### src/rtl/uart_tx_ctrl.sv
// uart_tx_ctrl: UART frame controller for an external 8-bit PISO shifter.
//   Accepts a byte over valid/ready, strobes the PISO load/shift, and sends
//   start, 8 data bits LSB first (from piso_y), optional parity, stop bit(s).
//   Optional feature macro: UART_PARITY_EN (adds the PARITY state and par_q).
//   Parameters: CLKS_PER_BIT (>=2), STOP_BITS (1 or 2), PARITY_ODD (0 even, 1 odd).
//   Ports: clk, rst (async active-low), tx_data/tx_valid/tx_ready (input byte),
//          piso_load/piso_shift/piso_y (PISO link), tx (serial line), busy.
module uart_tx_ctrl #(
  parameter int CLKS_PER_BIT = 16,
  parameter int STOP_BITS    = 1,
  parameter bit PARITY_ODD   = 1'b0
) (
  input  logic       clk,
  input  logic       rst,
  input  logic [7:0] tx_data,
  input  logic       tx_valid,
  output logic       tx_ready,
  output logic       piso_load,
  output logic       piso_shift,
  input  logic       piso_y,
  output logic       tx,
  output logic       busy
);
  localparam int CW = $clog2(CLKS_PER_BIT);
`ifdef UART_PARITY_EN
  typedef enum logic [2:0] {IDLE, START, DATA, PARITY, STOP} state_t;
`else
  typedef enum logic [2:0] {IDLE, START, DATA, STOP} state_t;
`endif
  state_t state_q, state_d;
  logic [CW-1:0] cnt_q, cnt_d;
  logic [2:0] bit_q, bit_d;
  logic wrap;
  assign wrap = cnt_q == CW'(CLKS_PER_BIT - 1);
  assign tx_ready = state_q == IDLE;
  assign busy = state_q != IDLE;
  assign piso_load = tx_valid & tx_ready;
  // Shift at the end of START and of data bits 0..6 so piso_y leads each bit.
  assign piso_shift = wrap & ((state_q == START) | ((state_q == DATA) & (bit_q != 3'd7)));
`ifdef UART_PARITY_EN
  logic par_q, par_d;
  assign par_d = piso_load ? (^tx_data) ^ PARITY_ODD : par_q;
  assign tx = (state_q == START) ? 1'b0 : (state_q == DATA) ? piso_y : (state_q == PARITY) ? par_q : 1'b1;
  always_ff @(posedge clk or negedge rst)
    if (!rst) par_q <= 1'b0;
    else par_q <= par_d;
`else
  logic unused;
  assign unused = ^{PARITY_ODD, tx_data};
  assign tx = (state_q == START) ? 1'b0 : (state_q == DATA) ? piso_y : 1'b1;
`endif
  // bit_q counts data bits in DATA, then stop bits in STOP (it wraps 7->0 on leaving DATA).
  always_comb begin
    state_d = state_q;
    cnt_d = wrap ? '0 : cnt_q + CW'(1);
    bit_d = bit_q;
    case (state_q)
      IDLE: begin
        cnt_d = '0;
        bit_d = '0;
        state_d = piso_load ? START : IDLE;
      end
      START: state_d = wrap ? DATA : START;
      DATA: if (wrap) begin
        bit_d = bit_q + 3'd1;
`ifdef UART_PARITY_EN
        state_d = (bit_q == 3'd7) ? PARITY : DATA;
`else
        state_d = (bit_q == 3'd7) ? STOP : DATA;
`endif
      end
`ifdef UART_PARITY_EN
      PARITY: state_d = wrap ? STOP : PARITY;
`endif
      STOP: if (wrap) begin
        bit_d = bit_q + 3'd1;
        state_d = (bit_q == 3'(STOP_BITS - 1)) ? IDLE : STOP;
      end
      default: state_d = IDLE;
    endcase
  end
  always_ff @(posedge clk or negedge rst)
    if (!rst) begin
      state_q <= IDLE;
      cnt_q <= '0;
      bit_q <= '0;
    end else begin
      state_q <= state_d;
      cnt_q <= cnt_d;
      bit_q <= bit_d;
    end
endmodule

### config.mk
export PLATFORM = sky130hd
export DESIGN_NAME = uart_tx_ctrl
export DESIGN_NICKNAME = d
export VERILOG_FILES = /design/src/rtl/uart_tx_ctrl.sv
export SDC_FILE = /design/constraint.sdc
export NUM_CORES = 1
export LEC_CHECK = 0
export CAP_MARGIN = 10
export CORE_AREA = 5 5 42 44
export DETAILED_ROUTE_END_ITERATION = 10
export DIE_AREA = 0 0 47 49
export DONT_BUFFER_PORTS = 1
export PLACE_DENSITY = 0.65
export REMOVE_ABC_BUFFERS = 1
export SETUP_SLACK_MARGIN = 0.1
export SLEW_MARGIN = 25
export SYNTH_ARGS = -nofsm -noshare
export SYNTH_HDL_FRONTEND = slang
export SYNTH_SLANG_ARGS = --single-unit
### constraint.sdc
create_clock -name clk -period 1.7 [get_ports clk]
set_input_delay 0.425 -clock clk [delete_from_list [all_inputs] [get_ports clk]]
set_output_delay 0.425 -clock clk [all_outputs]
set_load 0.02 [all_outputs]
# [Yosys cells after proc, flatten, opt, wreduce, memory -nomap -nowiden]
# Cells that the tools add are included.
[totals] ram_bits=0 register_bits=10 word_cells=38 latchBits=0 in_bits=12 out_inout_bits=5 memories=0 romBits=0
[op_classes] mul=0 n_eq_ne=9 n_bitwise=4 n_reduce_logical=7 n_div=0 shift=0 add_sub_neg=2 n_lt_le_gt_ge=0 muxes=13
[ops] cell="3-bit case mux with 4 select lines" count=1
[ops] cell="3-bit 2-to-1 mux" count=3
[ops] cell="4-bit 2-to-1 mux" count=2
[ops] cell="3-bit by 2-bit equality test with 1-bit output, second input constant" count=2
[ops] cell="3-bit logical NOT" count=2
[ops] cell="3-bit case mux with 2 select lines" count=1
[ops] cell="4-bit by 1-bit adder with 4-bit output, second input constant" count=1
[ops] cell="4-bit equality test, second input constant" count=1
[ops] cell="1-bit 2-to-1 mux" count=4
[ops] cell="2-bit 2-to-1 mux" count=2
[ops] cell="2-bit != test, second input constant" count=2
[ops] cell="2-bit AND reduction" count=2
[ops] cell="3-bit by 1-bit adder with 3-bit output, second input constant" count=1
[ops] cell="1-bit bitwise AND" count=3
[ops] cell="3-bit by 1-bit equality test with 1-bit output, second input constant" count=1
[ops] cell="3-bit equality test, second input constant" count=1
[ops] cell="3-bit != test, second input constant" count=1
[ops] cell="3-bit nonzero test" count=1
[ops] cell="2-bit by 1-bit != test with 1-bit output, second input constant" count=1
[ops] cell="2-bit nonzero test" count=1
[ops] cell="2-bit OR reduction" count=1
[ops] cell="1-bit OR" count=1

# [Depth between registers and ports, before layout]
# Gate-level depths: netlist of the first run.
[logic_depth] ltp_word=4 ltp_mapped=5 ltp_nobuf=5

# [Least setup slack after synthesis of the first run]
# OpenSTA, ideal clock, no wires.
[synth_path] path_type="register to output" startpoint="register bit_q[0]" endpoint="output port piso_shift" path_buffers=0 stages_incl_launch_ff=6 required_time_ps=1275 setup_slack_ps=20 arrival_time_ps=1255 cell_sequence="dfrtp_1 > ha_1 > ha_1 > nor3b_1 > nor2_1 > nor2_1"
[synth_between] elab_chain_len=4
[synth_rtl] element="from (decl)" line_no="32" text="logic [2:0] bit_q, bit_d;"
[synth_rtl] element="from (signal assigned)" line_no="90" text="bit_q <= bit_d;"
[synth_rtl] element="3-bit != test" line_no="39" text="assign piso_shift = wrap & ((state_q == START) | ((state_q == DATA) & (bit_q != 3'd7)));"
[synth_rtl] element="1-bit bitwise AND" line_no="39"
[synth_rtl] element="1-bit OR" line_no="39"
[synth_rtl] element="1-bit bitwise AND" line_no="39"
[synth_rtl] element="to (decl)" line_no="19" text="output logic piso_shift,"
# No other way between the ends.

# [Final worst setup path of the first run]
# Ends and elaborated chain as after synthesis.

==> qor.yml, run 1 <==
logic_synthesis:
  synthCells: 54
  synth-compound-area-share_pct: 8.837
  ys_seq_area_share_pct: 41.86
  synth-simple-area-share_pct: 26.05
  synthAdderAreaFrac_pct: 9.302
  synth-seq-cells: 9
  yosysWarnings: 0
  synthXorXnorAreaFrac_pct: 3.256
  avgSynthCellArea_um2: 9.963
  netlist_area_um2: 538.0
  synth_top_family_by_area: "simple AND/OR/NAND/NOR gates"
  synthDistinctLibCells: 24
  muxShareOfSynthArea_pct: 2.791
critical_path:
  path_cells: "ha_2 -> ha_4 -> nor3b_2 -> nor2_1 -> nor2_1 -> buf_4"
  critPathMostFrequentCell: "nor2_1"
  slowest_delay_ns: 0.39
  critical_path_arrival_ns: 1.43
  critPathKind: "reg2out"
  critical_path_peak_fanout: 2
  cp_slowest_cell: "dfrtp_1"
  start_kind: "flip-flop"
  required_ns: 1.27
  end_kind: "output pin"
die:
  die_area_mm2: 0.002303
  fp.dieH_um: 49
  initial_core_util_pct: 38.39
  fp.dieW_um: 47
  top_level_ports: 17
  row_count: 14
  core_mm2: 0.001401
sta:
  relSlewSlack_pct: 72.08
  fin_tns_setup_ns: -0.1598
  finalHoldViolCount: 0
  slew_viol_final: 0
  finalCriticalPeriod_ns: 1.860
  worst_slew_pin_slew_ns: 0.4174
  rsz0062_at_grt: "yes"
  setup_slack_ns: -0.1598
  finalSetupViolations: 1
  fmaxAchievable_mhz: 537.7
  final.setup_skew_ns: 0.006047
  period_share_pct: 109.4
clocking:
  cts.sinks: 9
  numCtsBuffers: 3
  ctsLongestPathBuffers: 2
  clk_pin_slew_worst_paths_ns: 0.06
  clk_latency_ns: 0.26
  root_buffer: "clkbuf_4"
  cts_tree: "done"
  h-tree-depth: 1
power_and_ir_drop:
  p_leak_nw: 0.3543
  power_density_mw_per_mm2: 506.2
  p_int_mw: 0.3091
  power.share.clock_pct: 42.1
  p_sw_mw: 0.08041
  swShare_pct: 20.64
  ir_drop_v: 0.0003378
  pwr-share-seq_pct: 55.0
  p_comb_share_pct: 2.9
  finalPower_mw: 0.3895
global_route:
  grt_pass1_vias: 505
  antenna_found_initial: 0
  grt_max_degree: 10
  grt.overflow.total: 0
  grt_pass1_wl_um: 2028
  track_usage_pct: 12.43
routing:
  totalWireLength_um: 1148
  ant_nets: 0
  viasPerCell: 5.227
  drc: 0
  first_iter_violations: 5
  wl_per_cell_um: 13.05
  first_pass_iters: 4
  vias: 460
worst_hold_path:
  hp-class: "reg2reg"
placement:
  place.port_buffers: 0
  gp_congestion: 0.7450
  detailed_place_hpwl_um: 721.2
run_status:
  status: "complete, but fails checks"
  violations: "setup timing"
final_layout:
  fin_util_pct: 54.91
  drive_above_1_share_pct: 43.06
  syn_to_final_growth_pct: 43.02
  n_antenna_cell: 0
  fin_nets: 89
flow_run:
  max-cap-violations: 0
-- cells in the mapped netlist, drive strengths merged --
library cell | n | area (um2)
a21o | 1 | 7.510
nor3b | 3 | 22.52
nand4b | 2 | 17.52
nand3b | 1 | 7.510
a21oi | 2 | 10.01
a32o | 1 | 10.01
mux2 | 1 | 15.01
a31oi | 1 | 6.260
nand3 | 5 | 25.02
xnor2 | 2 | 17.52
inv | 4 | 15.01
nand2 | 3 | 18.77
o21ai | 1 | 5.000
a22o | 1 | 8.760
nor2b | 2 | 12.51
dfrtp | 9 | 225.2
nor3 | 1 | 5.000
nor2 | 5 | 18.77
ha | 4 | 50.05
and3 | 1 | 6.260
nand2b | 1 | 6.260
buf | 3 | 27.52
-- worst max-delay path, delay by kind of cell, from the launching register on --
family | cells | cell delay, ns
flops | 1 | 0.39
fa+ha+maj | 2 | 0.37
buf+inv | 1 | 0.14
simple gates | 3 | 0.28
-- cells in the final DEF (no fill, tap or decap), types with 2 or more instances in the layout --
cell,count
a21oi_1,2
ha_1,2
dfrtp_1,8
buf_6,7
nand2_1,2
nor3b_4,2
nand3_1,5
clkbuf_4,3
nor2_1,3
nand4b_1,2
buf_4,9
xnor2_1,2
inv_1,3
-- layer usage --
layer,vias to the layer above,global-route usage [%],share of wire (%),wire length [um]
met5,-,0,0,0
met4,0,8.756,2.7,31
met3,4,3.690,4.7,54
met2,9,19.46,49,559
met1,221,13.54,44,503
li1,226,-,-,-
-- through the flow --
stage	cells	setup slack [ns]	hold slack (ns)	cell area, um2
3_5_place_dp	74	0.02535	0.1297	583.1
3_3_place_gp	74	0.03705	0.1297	583.1
5_1_grt	88	-0.2277	0.5281	769.5
4_1_cts	88	-0.1860	0.5126	739.5
6_report	88	-0.1598	0.5062	769.5
2_1_floorplan	51	0.02022	0.1294	510.5
-- cell type report --
class                   instances  area, um2
fillers                       129      631.9
clock buffers                   4      26.28
inverters                       4      15.01
flip-flops and latches          9      226.5
repair buffers                 17      156.4
multi-input cells              38      325.3
well taps                      16      20.02
-- cells by family (layout without fill, tap and decap cells) --
kind of cell               Yosys count  after routing
DFF                                  9              9
muxes                                1              1
buffers and inverters                7             25
xor gates and xnor gates             2              2
adders and majority gates            4              4
and+or+nand+nor                     24             24
AOI/OAI and AO/OA                    7              7
-- power by group through the flow --
| stage | Combinational, mW | Sequential (mW) | Clock, mW |
|---|---|---|---|
| detailed placement | 0.00328 | 0.218 | 0 |
| CTS | 0.00938 | 0.214 | 0.172 |
| finish | 0.0112 | 0.214 | 0.164 |
| global placement | 0.00326 | 0.218 | 0 |
| global route | 0.0124 | 0.214 | 0.183 |
| floorplan | 0.00309 | 0.218 | 0 |
-- registers in the layout (all words and copies together) (netlist names) --
register  flops
cnt_q         4
state_q       2
bit_q         3
-- repair_timing --
item                                   4_1_cts  5_1_grt
endpoints found under the hold margin        9        0
setup endpoints to repair                    5        5
hold buffers                                 1        0
resized for setup                           14        8
pin swaps                                    3        3
cloned                                       0        0
buffers inserted                             9        1
-- path summary, 6_finish.rpt --
check	start	slack, ns	endpoint	depth (start not counted)
max in group asynchronous	rst	0.85	state_q[1]	1
min	cnt_q[0]	0.51	cnt_q[0]	1
min in group asynchronous	rst	0.53	cnt_q[0]	1
max	bit_q[0]	-0.16	piso_shift	6
min reg2reg	cnt_q[0]	0.51	cnt_q[0]	1
max reg2reg	cnt_q[0]	0.20	state_q[1]	4
Power figures use the tool's default switching activity.
==> run 2: changes to the inputs <==
--- a/config.mk
+++ b/config.mk
@@ -10,6 +10,7 @@
 export DETAILED_ROUTE_END_ITERATION = 10
 export DIE_AREA = 0 0 47 49
 export DONT_BUFFER_PORTS = 1
+export GPL_ROUTABILITY_DRIVEN = 0
 export PLACE_DENSITY = 0.65
 export REMOVE_ABC_BUFFERS = 1
 export SETUP_SLACK_MARGIN = 0.1
==> results of run 2 <==
No change in the layout: final DEF, timing and power equal those of run 1.
==> run 3: changes to the inputs <==
==> constraint.sdc (replaced) <==
create_clock -name clk -period 2.33 [get_ports clk]
set_input_delay 0.5825 -clock clk [delete_from_list [all_inputs] [get_ports clk]]
set_output_delay 0.5825 -clock clk [all_outputs]
set_load 0.02 [all_outputs]
==> run 3 against run 2 <==
The run now ends clean. Flip-flop and latch count is the same. Largest power group unchanged. Sequential power shrank 27%. Highest routed layer unchanged. Critical path depth shrank 1. Critical endpoint unchanged. Clock skew shrank 0.0037 ns. Non-clock buffer count shrank 13. Global-route usage shrank 3.7 points.
==> qor.yml, run 3 (synthesis gave the netlist of run 1 again) <==
run_status:
  status: "completed"
critical_path:
  critical_path_peak_fanout: 4  # +2
  critPathTopFamily: "simple AND/OR/NAND/NOR gates"
  crit_start: "bit_q[1]"
  critPathMostFrequentCell: "ha_1"
  cp_slowest_cell: "dfrtp_1"
  critPathBufInv: 0  # -1
  critical_path_arrival_ns: 1.51  # +0.08 ns
  path_cells: "ha_1 -> ha_1 -> nor3b_1 -> nor2_1 -> nor2_2"
  critPathKind: "reg2out"
  crit_cells: 5  # -1
  slowest_delay_ns: 0.41  # +0.02 ns
  required_ns: 1.75  # +0.48 ns
  end_kind: "output pin"
  r2r_start: "cnt_q[0]"
  start_kind: "flip-flop"
  reg2reg_depth: 4  # unchanged
sta:
  period_share_pct: 89.71
  finalHoldViolCount: 0  # unchanged
  setup_slack_ns: 0.2396  # +0.3995 ns
  worst_slew_pin_slew_ns: 0.3916  # -0.02577 ns
  rsz0062_at_grt: "no"
  slew_viol_final: 0  # unchanged
  finalCriticalPeriod_ns: 2.090
  fin_tns_setup_ns: 0  # +0.1598 ns
  fmaxAchievable_mhz: 478.4
  relSlewSlack_pct: 73.80  # +1.7 points
  final.setup_skew_ns: 0.002316  # -0.003731 ns
  finalSetupViolations: 0  # -1
power_and_ir_drop:
  power_density_mw_per_mm2: 471.9  # -6.8%
  ir_drop_v: 0.0003622  # +7.2%
  p_leak_nw: 0.2773  # -22%
routing:
  viasPerCell: 5.107  # -2.3%
  vias: 383  # -17%
  totalWireLength_um: 928  # -19%
  first_iter_violations: 3  # -2
  first_pass_iters: 3  # -1
  wl_per_cell_um: 12.37  # -5.2%
  drc: 0  # unchanged
  ant_nets: 0  # unchanged
die:
  fp.dieW_um: 47  # unchanged
  core_mm2: 0.001401  # unchanged
  initial_core_util_pct: 38.39  # unchanged
  die_area_mm2: 0.002303  # unchanged
  fp.dieH_um: 49  # unchanged
  row_count: 14  # unchanged
  top_level_ports: 17  # unchanged
clocking:
  clk_latency_ns: 0.25  # about the same
  clk_pin_slew_worst_paths_ns: 0.06  # about the same
  numCtsBuffers: 3  # unchanged
  cts.sinks: 9  # unchanged
  ctsLongestPathBuffers: 2  # unchanged
  root_buffer: "clkbuf_4"
  cts_tree: "done"
  postCtsSetupBuffers: 0  # -9
  h-tree-depth: 1  # unchanged
placement:
  dp_slack_ns: 0.4205  # +0.3951 ns
  detailed_place_hpwl_um: 686.4  # -4.8%
  place.port_buffers: 0  # unchanged
  place_inst: 70  # -5.4%
  postPlaceCellArea_um2: 553.0  # -5.2%
global_route:
  antenna_found_initial: 0  # unchanged
  grt_pass1_wl_um: 1524  # -25%
  grt_max_degree: 12  # +2
  grt.overflow.total: 0  # unchanged
  grt_pass1_vias: 342  # -32%
  track_usage_pct: 8.736  # -3.7 points
final_layout:
  final_cells: 75  # -15%
  final_cell_mix: "dfrtp_1, nand3_1, nor2_1, inv_1, ha_1"
  design_area_um2: 591.8  # -23%
  fillers: 147  # +14%
  drive_above_1_share_pct: 15.25  # -28 points
  top_regs: "cnt_q: 4 flops, bit_q: 3 flops, state_q: 2 flops"
  largest_reg_flops: 4  # unchanged
  syn_to_final_growth_pct: 10.00
  fin_nets: 76  # -15%
  layout.cells.most_common: "dfrtp_1"
  n_antenna_cell: 0  # unchanged
  regMostFlops: "cnt_q"
flow_run:
  max-cap-violations: 0  # unchanged
worst_hold_path:
  hp-class: "in2async"
==> run 3: changes by cell type in the layout (fill, tap and decap cells not counted), moves of 2 or more <==
cell and change:
buf_6 -7, buf_4 -6, nor3b_1 +3, ha_1 +2, nor3b_4 -2
==> run 3: timing repair <==
action                                  4_1_cts  5_1_grt
endpoints found under the hold margin         0        4
endpoints found under the setup margin        0        1
gates resized for setup                       0        1
hold buffers                                  0        1
==> run 3: per-stage QoR <==
stage	power [mW]	util, %	hold WS [ns]
floorplan	0.1615	-	0.2869
global placement	0.1616	39.46	0.2872
detailed placement	0.1616	39.46	0.2871
CTS	0.2787	41.34	0.01781
global route	0.2958	42.23	0.0003675
finish	0.2793	42.23	0.02322
==> run 3: power by group <==
part | internal [mW] | switching, mW
clock | 0.0658 | 0.0524
combinational | 0.00184 | 0.00303
sequential | 0.156 | 0
total | 0.224 | 0.0554
==> run 3: final timing paths <==
check / end / slack, ns
worst max-delay path: piso_shift / 0.24
worst min-delay path: cnt_q[0] / 0.02
worst max register to register: state_q[1] / 0.85
worst min register to register: cnt_q[0] / 0.50
max in group asynchronous: state_q[1] / 1.55
min in group clk: cnt_q[0] / 0.50
==> run 3: final cells by class <==
class	instances	area [um2]	share of cell area, %
multi-input combinational	38	272.8	46.09
sequential	9	225.2	38.05
timing repair buffer	4	32.53	5.497
clock buffer	4	26.28	4.440
tap	16	20.02	3.383
inverter	4	15.01	2.537
==> run 3: routing by layer <==
metal | vias up | track usage, % | wire length (um)
met5 | - | 0 | 0
met3 | 2 | 3.321 | 34
met2 | 4 | 12.67 | 409
li1 | 196 | - | -
met1 | 181 | 12.42 | 476
met4 | 0 | 1.382 | 7
